**src/rtl/roulette_pkg.sv**
```systemverilog
// Shared types and constants for the roulette judge.
// Contents: FSM state type, position/segment constants, active-low digit
// table, and helpers that decode a lit-segment pattern to a position and a
// score digit to a 7-seg drive pattern.
package roulette_pkg;

  typedef enum logic [1:0] {
    IDLE    = 2'd0,
    CAPTURE = 2'd1,
    JUDGE   = 2'd2,
    HOLD    = 2'd3
  } state_t;

  localparam int unsigned NUM_POS = 6;
  localparam int unsigned SEG_W   = 7;
  localparam int unsigned POS_W   = 3;
  localparam int unsigned SCORE_W = 4;

  localparam logic [POS_W-1:0] POS_INVALID = 3'd7;
  localparam logic [SEG_W-1:0] SEG_BLANK   = 7'h7F;

  // Active-low digits, bit0 = segment a
  localparam logic [SEG_W-1:0] DIGIT_SEG [10] = '{
    7'h40, 7'h79, 7'h24, 7'h30, 7'h19,
    7'h12, 7'h02, 7'h78, 7'h00, 7'h10
  };

  // lit is active-high; only a single lit outer segment with g dark is a position
  function automatic logic [POS_W-1:0] seg_to_pos(input logic [SEG_W-1:0] lit);
    logic [POS_W-1:0] idx;
    idx = POS_INVALID;
    if (!lit[6] && $onehot(lit[5:0])) begin
      for (int unsigned i = 0; i < NUM_POS; i++) begin
        if (lit[i[2:0]]) idx = i[2:0];
      end
    end
    return idx;
  endfunction

  function automatic logic [SEG_W-1:0] digit_seg(input logic [SCORE_W-1:0] d);
    return (d < 4'd10) ? DIGIT_SEG[d] : SEG_BLANK;
  endfunction

endpackage

```
**src/rtl/key_debounce.sv**
```systemverilog
// Pushbutton conditioner: 2-flop synchronizer, stability counter, and a
// one-cycle press pulse on the released->pressed transition.
// Ports: clk, nrst (async active low), key_n (raw, active low),
//        key_db (debounced level, 1 = released), press (1-cycle pulse).
module key_debounce
  import roulette_pkg::*;
#(
  parameter int unsigned DEB_CYCLES = 1_000_000,
  parameter int unsigned DEB_W      = 20
) (
  input  logic clk,
  input  logic nrst,
  input  logic key_n,
  output logic key_db,
  output logic press
);

  localparam logic [DEB_W-1:0] CNT_LAST = DEB_W'(DEB_CYCLES - 1);

  logic             sync1;
  logic             sync2;
  logic [DEB_W-1:0] cnt;
  logic             flip_c;

  // Level is accepted only after it differs from key_db for DEB_CYCLES cycles
  assign flip_c = (sync2 != key_db) && (cnt == CNT_LAST);

  always_ff @(posedge clk or negedge nrst) begin
    if (!nrst) begin
      sync1  <= 1'b1;
      sync2  <= 1'b1;
      key_db <= 1'b1;
      cnt    <= '0;
      press  <= 1'b0;
    end else begin
      sync1 <= key_n;
      sync2 <= sync1;
      press <= flip_c && !sync2;
      if (sync2 == key_db || flip_c) begin
        cnt <= '0;
      end else begin
        cnt <= cnt + DEB_W'(1);
      end
      if (flip_c) key_db <= sync2;
    end
  end

endmodule

```
**src/rtl/roulette_judge.sv**
```systemverilog
// Roulette reader/stopper: on a debounced press captures the roulette HEX0
// drive, decodes the lit segment to a position, judges it against the guess
// and keeps a saturating score shown on an active-low 7-seg digit.
// Ports: clk, nrst, seg_in[6:0], key_n, guess[2:0] ->
//        pos[2:0], pos_valid, hit, err, score[3:0], hex_score[6:0].
// Build option: JUDGE_MISS_CLEAR_EN - a valid miss clears the score.
module roulette_judge
  import roulette_pkg::*;
#(
  parameter int unsigned DEB_CYCLES = 1_000_000,
  parameter int unsigned DEB_W      = 20,
  parameter int unsigned SCORE_MAX  = 9
) (
  input  logic               clk,
  input  logic               nrst,
  input  logic [SEG_W-1:0]   seg_in,
  input  logic               key_n,
  input  logic [POS_W-1:0]   guess,
  output logic [POS_W-1:0]   pos,
  output logic               pos_valid,
  output logic               hit,
  output logic               err,
  output logic [SCORE_W-1:0] score,
  output logic [SEG_W-1:0]   hex_score
);

  localparam logic [SCORE_W-1:0] SCORE_SAT = SCORE_W'(SCORE_MAX);

  state_t             state;
  state_t             state_d;
  logic [POS_W-1:0]   pos_d;
  logic               pos_valid_d;
  logic               hit_d;
  logic               err_d;
  logic [SCORE_W-1:0] score_d;
  logic [POS_W-1:0]   cap_pos_c;
  logic               key_db;
  logic               press;

  key_debounce #(
    .DEB_CYCLES (DEB_CYCLES),
    .DEB_W      (DEB_W)
  ) u_deb (
    .clk    (clk),
    .nrst   (nrst),
    .key_n  (key_n),
    .key_db (key_db),
    .press  (press)
  );

  // seg_in is active low; invert so the lit segment reads as a 1
  assign cap_pos_c = seg_to_pos(~seg_in);

  // State register
  always_ff @(posedge clk or negedge nrst) begin
    if (!nrst) state <= IDLE;
    else       state <= state_d;
  end

  // Next state and next output values
  always_comb begin
    state_d     = state;
    pos_d       = pos;
    pos_valid_d = pos_valid;
    hit_d       = 1'b0;
    err_d       = err;
    score_d     = score;
    case (state)
      IDLE: begin
        if (press) begin
          state_d     = CAPTURE;
          pos_valid_d = 1'b0;
        end
      end
      CAPTURE: begin
        pos_d       = cap_pos_c;
        err_d       = (cap_pos_c == POS_INVALID);
        pos_valid_d = 1'b1;
        state_d     = JUDGE;
      end
      JUDGE: begin
        if (!err && pos == guess) begin
          hit_d   = 1'b1;
          score_d = (score >= SCORE_SAT) ? SCORE_SAT : score + SCORE_W'(1);
        end
`ifdef JUDGE_MISS_CLEAR_EN
        else if (!err) begin
          score_d = '0;
        end
`endif
        state_d = HOLD;
      end
      HOLD: begin
        // Wait for release so a held key yields a single judgement
        if (key_db) state_d = IDLE;
      end
      default: state_d = IDLE;
    endcase
  end

  // Output registers; hex_score trails score by one cycle
  always_ff @(posedge clk or negedge nrst) begin
    if (!nrst) begin
      pos       <= '0;
      pos_valid <= 1'b0;
      hit       <= 1'b0;
      err       <= 1'b0;
      score     <= '0;
      hex_score <= 7'b1000000;
    end else begin
      pos       <= pos_d;
      pos_valid <= pos_valid_d;
      hit       <= hit_d;
      err       <= err_d;
      score     <= score_d;
      hex_score <= digit_seg(score);
    end
  end

endmodule

```
**config.mk**
```make
export PLATFORM = sky130hd
export DESIGN_NAME = roulette_judge
export DESIGN_NICKNAME = d
export VERILOG_FILES = /design/src/rtl/roulette_pkg.sv /design/src/rtl/key_debounce.sv /design/src/rtl/roulette_judge.sv
export SDC_FILE = /design/constraint.sdc
export NUM_CORES = 1
export LEC_CHECK = 0
export ABC_AREA = 1
export BUFFER_PORTS_ARGS = -buffer_cell sky130_fd_sc_hd__buf_2
export CAP_MARGIN = 5
export CELL_PAD_IN_SITES_DETAIL_PLACEMENT = 1
export CELL_PAD_IN_SITES_GLOBAL_PLACEMENT = 2
export CORE_MARGIN = 2
export CORE_UTILIZATION = 38
export CTS_BUF_LIST = sky130_fd_sc_hd__clkbuf_8
export CTS_CLUSTER_SIZE = 8
export DETAILED_ROUTE_END_ITERATION = 10
export PLACE_DENSITY = 0.95
export SLEW_MARGIN = 10
export SYNTH_ARGS = -nofsm -noshare
export SYNTH_HDL_FRONTEND = slang
export SYNTH_SLANG_ARGS = --single-unit
```
**constraint.sdc**
```tcl
create_clock -name clk -period 2.04 [get_ports clk]
set_input_delay 0.102 -clock clk [delete_from_list [all_inputs] [get_ports clk]]
set_output_delay 0.102 -clock clk [all_outputs]
set_load 0.02 [all_outputs]
```
==> impl_metrics.xml <==
<?xml version="1.0" encoding="UTF-8"?>
<metrics>
  <group name="route">
    <metric name="finalWirelength" unit="um">5580</metric>
    <metric name="route.detailed.vias_per_inst" unit="">4.82</metric>
    <metric name="drtPass1Iterations" unit="">4</metric>
    <metric name="initialDrtViolationCount" unit="">60</metric>
    <metric name="wl_per_cell" unit="um">13.7</metric>
    <metric name="drcViolationCount" unit="">0</metric>
    <metric name="via_count" unit="">1960</metric>
    <metric name="final_antenna_net_count" unit="">0</metric>
  </group>
  <group name="critical_path">
    <metric name="cp-end-kind" unit="">flop</metric>
    <metric name="cells_along_the_critical_path" unit="">buf_6, fa_1, inv_2, fa_1, ha_2, fa_1, nor3_2, nand3_1, nand2_1, o22ai_1</metric>
    <metric name="number_of_buffer_and_inverter_stages_on_the_critical_path" unit="">2</metric>
    <metric name="worst-endpoint-arrival" unit="ns">2.31</metric>
    <metric name="worst_path_dominant_cell_family" unit="">adder cells</metric>
    <metric name="slowest_cell_on_crit_path" unit="">fa_1</metric>
    <metric name="crit_path_frequent_cell" unit="">fa_1</metric>
    <metric name="cp-start-kind" unit="">primary input</metric>
    <metric name="cp_max_fo" unit="">3</metric>
    <metric name="cp.required" unit="ns">2.22</metric>
    <metric name="timing.setup.critical_path_class" unit="">primary input to flop</metric>
    <metric name="critical_path.max_stage_delay" unit="ns">0.54</metric>
  </group>
  <group name="synth">
    <metric name="syn_area" unit="sq um">2370</metric>
    <metric name="synthArstFlopShare" unit="%">100</metric>
    <metric name="postSynthCellCount" unit="">288</metric>
    <metric name="syn_nets" unit="">317</metric>
    <metric name="post_synth.cell_area_avg" unit="sq um">8.25</metric>
    <metric name="synth_cell_types" unit="">27</metric>
    <metric name="synth.ff_latch_count" unit="">43</metric>
    <metric name="synth-seq-area-share" unit="%">45.5</metric>
    <metric name="number_of_synthesized_flops_with_an_enable_pin" unit="">0</metric>
    <metric name="synth-warning-count" unit="">0</metric>
    <metric name="synth_top_flop_cell" unit="">dfrtp_1</metric>
  </group>
  <group name="min_path">
    <metric name="hold_path_class" unit="">primary input to flop</metric>
  </group>
  <group name="clock_network">
    <metric name="cts_root_buf" unit="">clkbuf_8</metric>
    <metric name="clkTransAtPathRegs" unit="ns">0.08</metric>
    <metric name="cts_tree" unit="">yes</metric>
    <metric name="ctsHtreeMaxLevel" unit="">2</metric>
    <metric name="clkSinkCount" unit="">43</metric>
    <metric name="cts_inserted_buffers" unit="">5</metric>
    <metric name="clock_tree.buffer_depth" unit="">2</metric>
    <metric name="worstSkewPairLatency" unit="ns">0.31</metric>
  </group>
  <group name="outcome">
    <metric name="status" unit="">finished with violations</metric>
    <metric name="failed_checks" unit="">negative setup slack</metric>
  </group>
  <group name="global_routing">
    <metric name="grt_start_max_net_pins" unit="">28</metric>
    <metric name="groute.layer.met3.usage" unit="%">2.98</metric>
    <metric name="groute.usage.overall" unit="%">17.7</metric>
    <metric name="grt_pass1_vias" unit="">2109</metric>
    <metric name="grt_pass1_wl" unit="um">10000</metric>
    <metric name="grt_antenna_before_repair" unit="">0</metric>
    <metric name="overflow" unit="">0</metric>
    <metric name="use_met2" unit="%">30.1</metric>
    <metric name="top_usage_layer" unit="">met2</metric>
    <metric name="globalRouteMet1Util" unit="%">23.5</metric>
  </group>
  <group name="power_and_ir_drop">
    <metric name="fin_total_pwr" unit="mW">1.69</metric>
    <metric name="switching_power" unit="uW">408</metric>
    <metric name="p_seq_share" unit="%">51.6</metric>
    <metric name="combinationalPowerShare" unit="%">7.7</metric>
    <metric name="power.switching_fraction" unit="%">24.2</metric>
    <metric name="clock_power_share" unit="%">40.7</metric>
    <metric name="worst_ir_drop_vdd" unit="V">0.000366</metric>
    <metric name="power.internal" unit="mW">1.28</metric>
    <metric name="power.static_leakage" unit="nW">1.36</metric>
    <metric name="power.density_cell_area" unit="nW/um^2">604</metric>
  </group>
  <group name="placement">
    <metric name="gp_congestion" unit="">0.808</metric>
    <metric name="portBuffers" unit="">29</metric>
    <metric name="dpl.hpwl" unit="um">4310</metric>
    <metric name="post-place-cells" unit="">396</metric>
  </group>
  <group name="timing">
    <metric name="setup_viol" unit="">4</metric>
    <metric name="worst_pin_slew" unit="ns">0.629</metric>
    <metric name="timing.max_slew.rel_slack" unit="%">58.0</metric>
    <metric name="hold_viol_final" unit="">0</metric>
    <metric name="fmax" unit="GHz">0.469</metric>
    <metric name="timing.hold.ws" unit="ns">0.157</metric>
    <metric name="timing.final.ws_setup" unit="ns">-0.0913</metric>
    <metric name="grt_setup_unrepaired" unit="">true</metric>
    <metric name="clock_skew" unit="ns">0.00940</metric>
    <metric name="finalMaxSlewViolations" unit="">0</metric>
    <metric name="final.setup.tns" unit="ns">-0.281</metric>
    <metric name="period_minus_slack" unit="ns">2.13</metric>
    <metric name="final.period_utilization" unit="%">104</metric>
  </group>
  <group name="floorplan">
    <metric name="fp.dieW" unit="um">83.1</metric>
    <metric name="floorplan.io_pins" unit="">30</metric>
    <metric name="die_h" unit="um">83.1</metric>
    <metric name="starting_density_of_the_core" unit="%">39.6</metric>
    <metric name="core_area" unit="sq um">5990</metric>
    <metric name="die_outline_area" unit="sq um">6900</metric>
    <metric name="rows" unit="">28</metric>
  </group>
  <group name="layout">
    <metric name="final_cells" unit="">407</metric>
    <metric name="layout.nets" unit="">360</metric>
    <metric name="final_layout_size_suffix_gt1_share" unit="%">18.7</metric>
    <metric name="area_delta_synth_final" unit="%">17.7</metric>
    <metric name="antennaDiodeCount" unit="">0</metric>
    <metric name="filler_cell_count" unit="">752</metric>
  </group>
  <group name="run">
    <metric name="max_cap_viol_count" unit="">0</metric>
  </group>
</metrics>
## metal layers
metal  up-vias  share of wire, %
met3         6               2.7
met1       940                46
met5         -                 0
met2        34                50
met4         0              0.82
li1        980                 -
## flip-flops by register name (all words and copies together), names as in the netlist
signal / flops
u_deb.cnt: 20
hit: 1
state: 2
pos_valid: 1
hex_score: 7
u_deb.press: 1
u_deb.key_db: 1
score: 4
u_deb.sync2: 1
u_deb.sync1: 1
pos: 3
err: 1
## final timing paths
kind	end	slack (ns)	start	cells past startpoint
worst min register to register	u_deb.sync2	0.35	u_deb.sync1	0
worst max register to register	u_deb.cnt[11]	0.47	u_deb.cnt[0]	6
max in group asynchronous	u_deb.sync1	1.04	nrst	3
worst max-delay path	err	-0.09	seg_in[0]	10
min in group asynchronous	u_deb.cnt[5]	0.34	nrst	2
worst min-delay path	pos[0]	0.16	seg_in[5]	4
## metrics by stage
step	instance area [sq um]	worst slack, ns	util [%]
after CTS	2790	-0.107	46.6
final	2790	-0.0913	46.6
after global routing	2790	-0.199	46.6
after floorplan	2380	-0.189	-
after detailed placement	2650	-0.469	44.2
after global placement	2650	-0.389	44.2
## cells in the final DEF (no fill, tap or decap)
master	count
nand2_1	62
nor2_1	54
dfrtp_1	39
inv_1	35
buf_2	28
nand3_1	17
o21ai_0	15
ha_1	12
xor2_1	11
buf_4	6
clkbuf_8	5
xnor2_1	4
dfstp_2	4
nand2_2	3
nand4_1	3
nand3_2	3
a21oi_1	3
o21ai_1	3
nor3_1	3
fa_1	3
nor2_2	2
dlygate4sd3_1	2
nor2_4	1
nand2_4	1
nor3b_1	1
o21bai_2	1
a31oi_1	1
or2_2	1
o211ai_1	1
inv_2	1
nor3_2	1
o22ai_1	1
ha_2	1
clkinv_2	1
clkinv_4	1
bufinv_16	1
buf_6	1
## tightest hold or removal path, cell delays in order
cell     delay, ns
buf_2         0.10
nand3_1       0.10
nand2_1       0.07
o21ai_1       0.06
## synthesized netlist by cell type (2+ instances only)
cell type  instances  area share [%]
nand4_1            3            0.79
nand3_1           17             3.6
o21ai_0           17             3.6
nand2_2            3            0.79
dfstp_2            4             4.4
nand3_2            3             1.3
dfrtp_1           39              41
nor3_1             4            0.84
xnor2_1            4             1.5
a21oi_1            3            0.63
ha_1              13             6.8
fa_1               3             2.5
nor2_1            54             8.5
xor2_1            11             4.1
inv_1             36             5.7
nand2_1           62             9.8
nor2_2             2            0.53
## logic make-up (layout without fill, tap and decap cells)
kind of cell | Yosys count | count (layout) | synth area share (%)
XOR/XNOR | 15 | 15 | 5.53
flip-flops | 43 | 43 | 45.5
AO/OA/AOI/OAI | 25 | 25 | 5.74
adder cells (fa/ha/maj) | 16 | 16 | 9.38
buffers and inverters | 37 | 81 | 6.16
AND/OR/NAND/NOR | 152 | 152 | 27.7
## area by class of cell
| cell class | instances | area [sq um] | share of cell area, % |
|---|---|---|---|
| multi-input combinational | 208 | 1150 | 41.3 |
| clock buffer | 5 | 68.8 | 2.46 |
| timing repair buffer | 37 | 216 | 7.75 |
| clock inverter | 3 | 43.8 | 1.57 |
| inverter | 36 | 135 | 4.84 |
| tap | 75 | 93.8 | 3.36 |
| sequential | 43 | 1080 | 38.7 |
## power groups by stage
stage	clock [mW]	combinational [mW]	sequential [mW]
4_1_cts	0.699	0.133	0.871
5_1_grt	0.728	0.152	0.872
3_5_place_dp	0	0.128	0.887
2_1_floorplan	0	0.0646	0.887
6_report	0.687	0.130	0.871
3_3_place_gp	0	0.117	0.886
## timing repair
item                                    in CTS  in global routing
hold buffers                                 2                  0
endpoints found under the setup margin       4                  4
buffers inserted                             1                  0
hold endpoints to repair                    25                  0
pin swaps                                    1                  0
gates resized for setup                      2                  2
(Power assumes the default switching activity.)
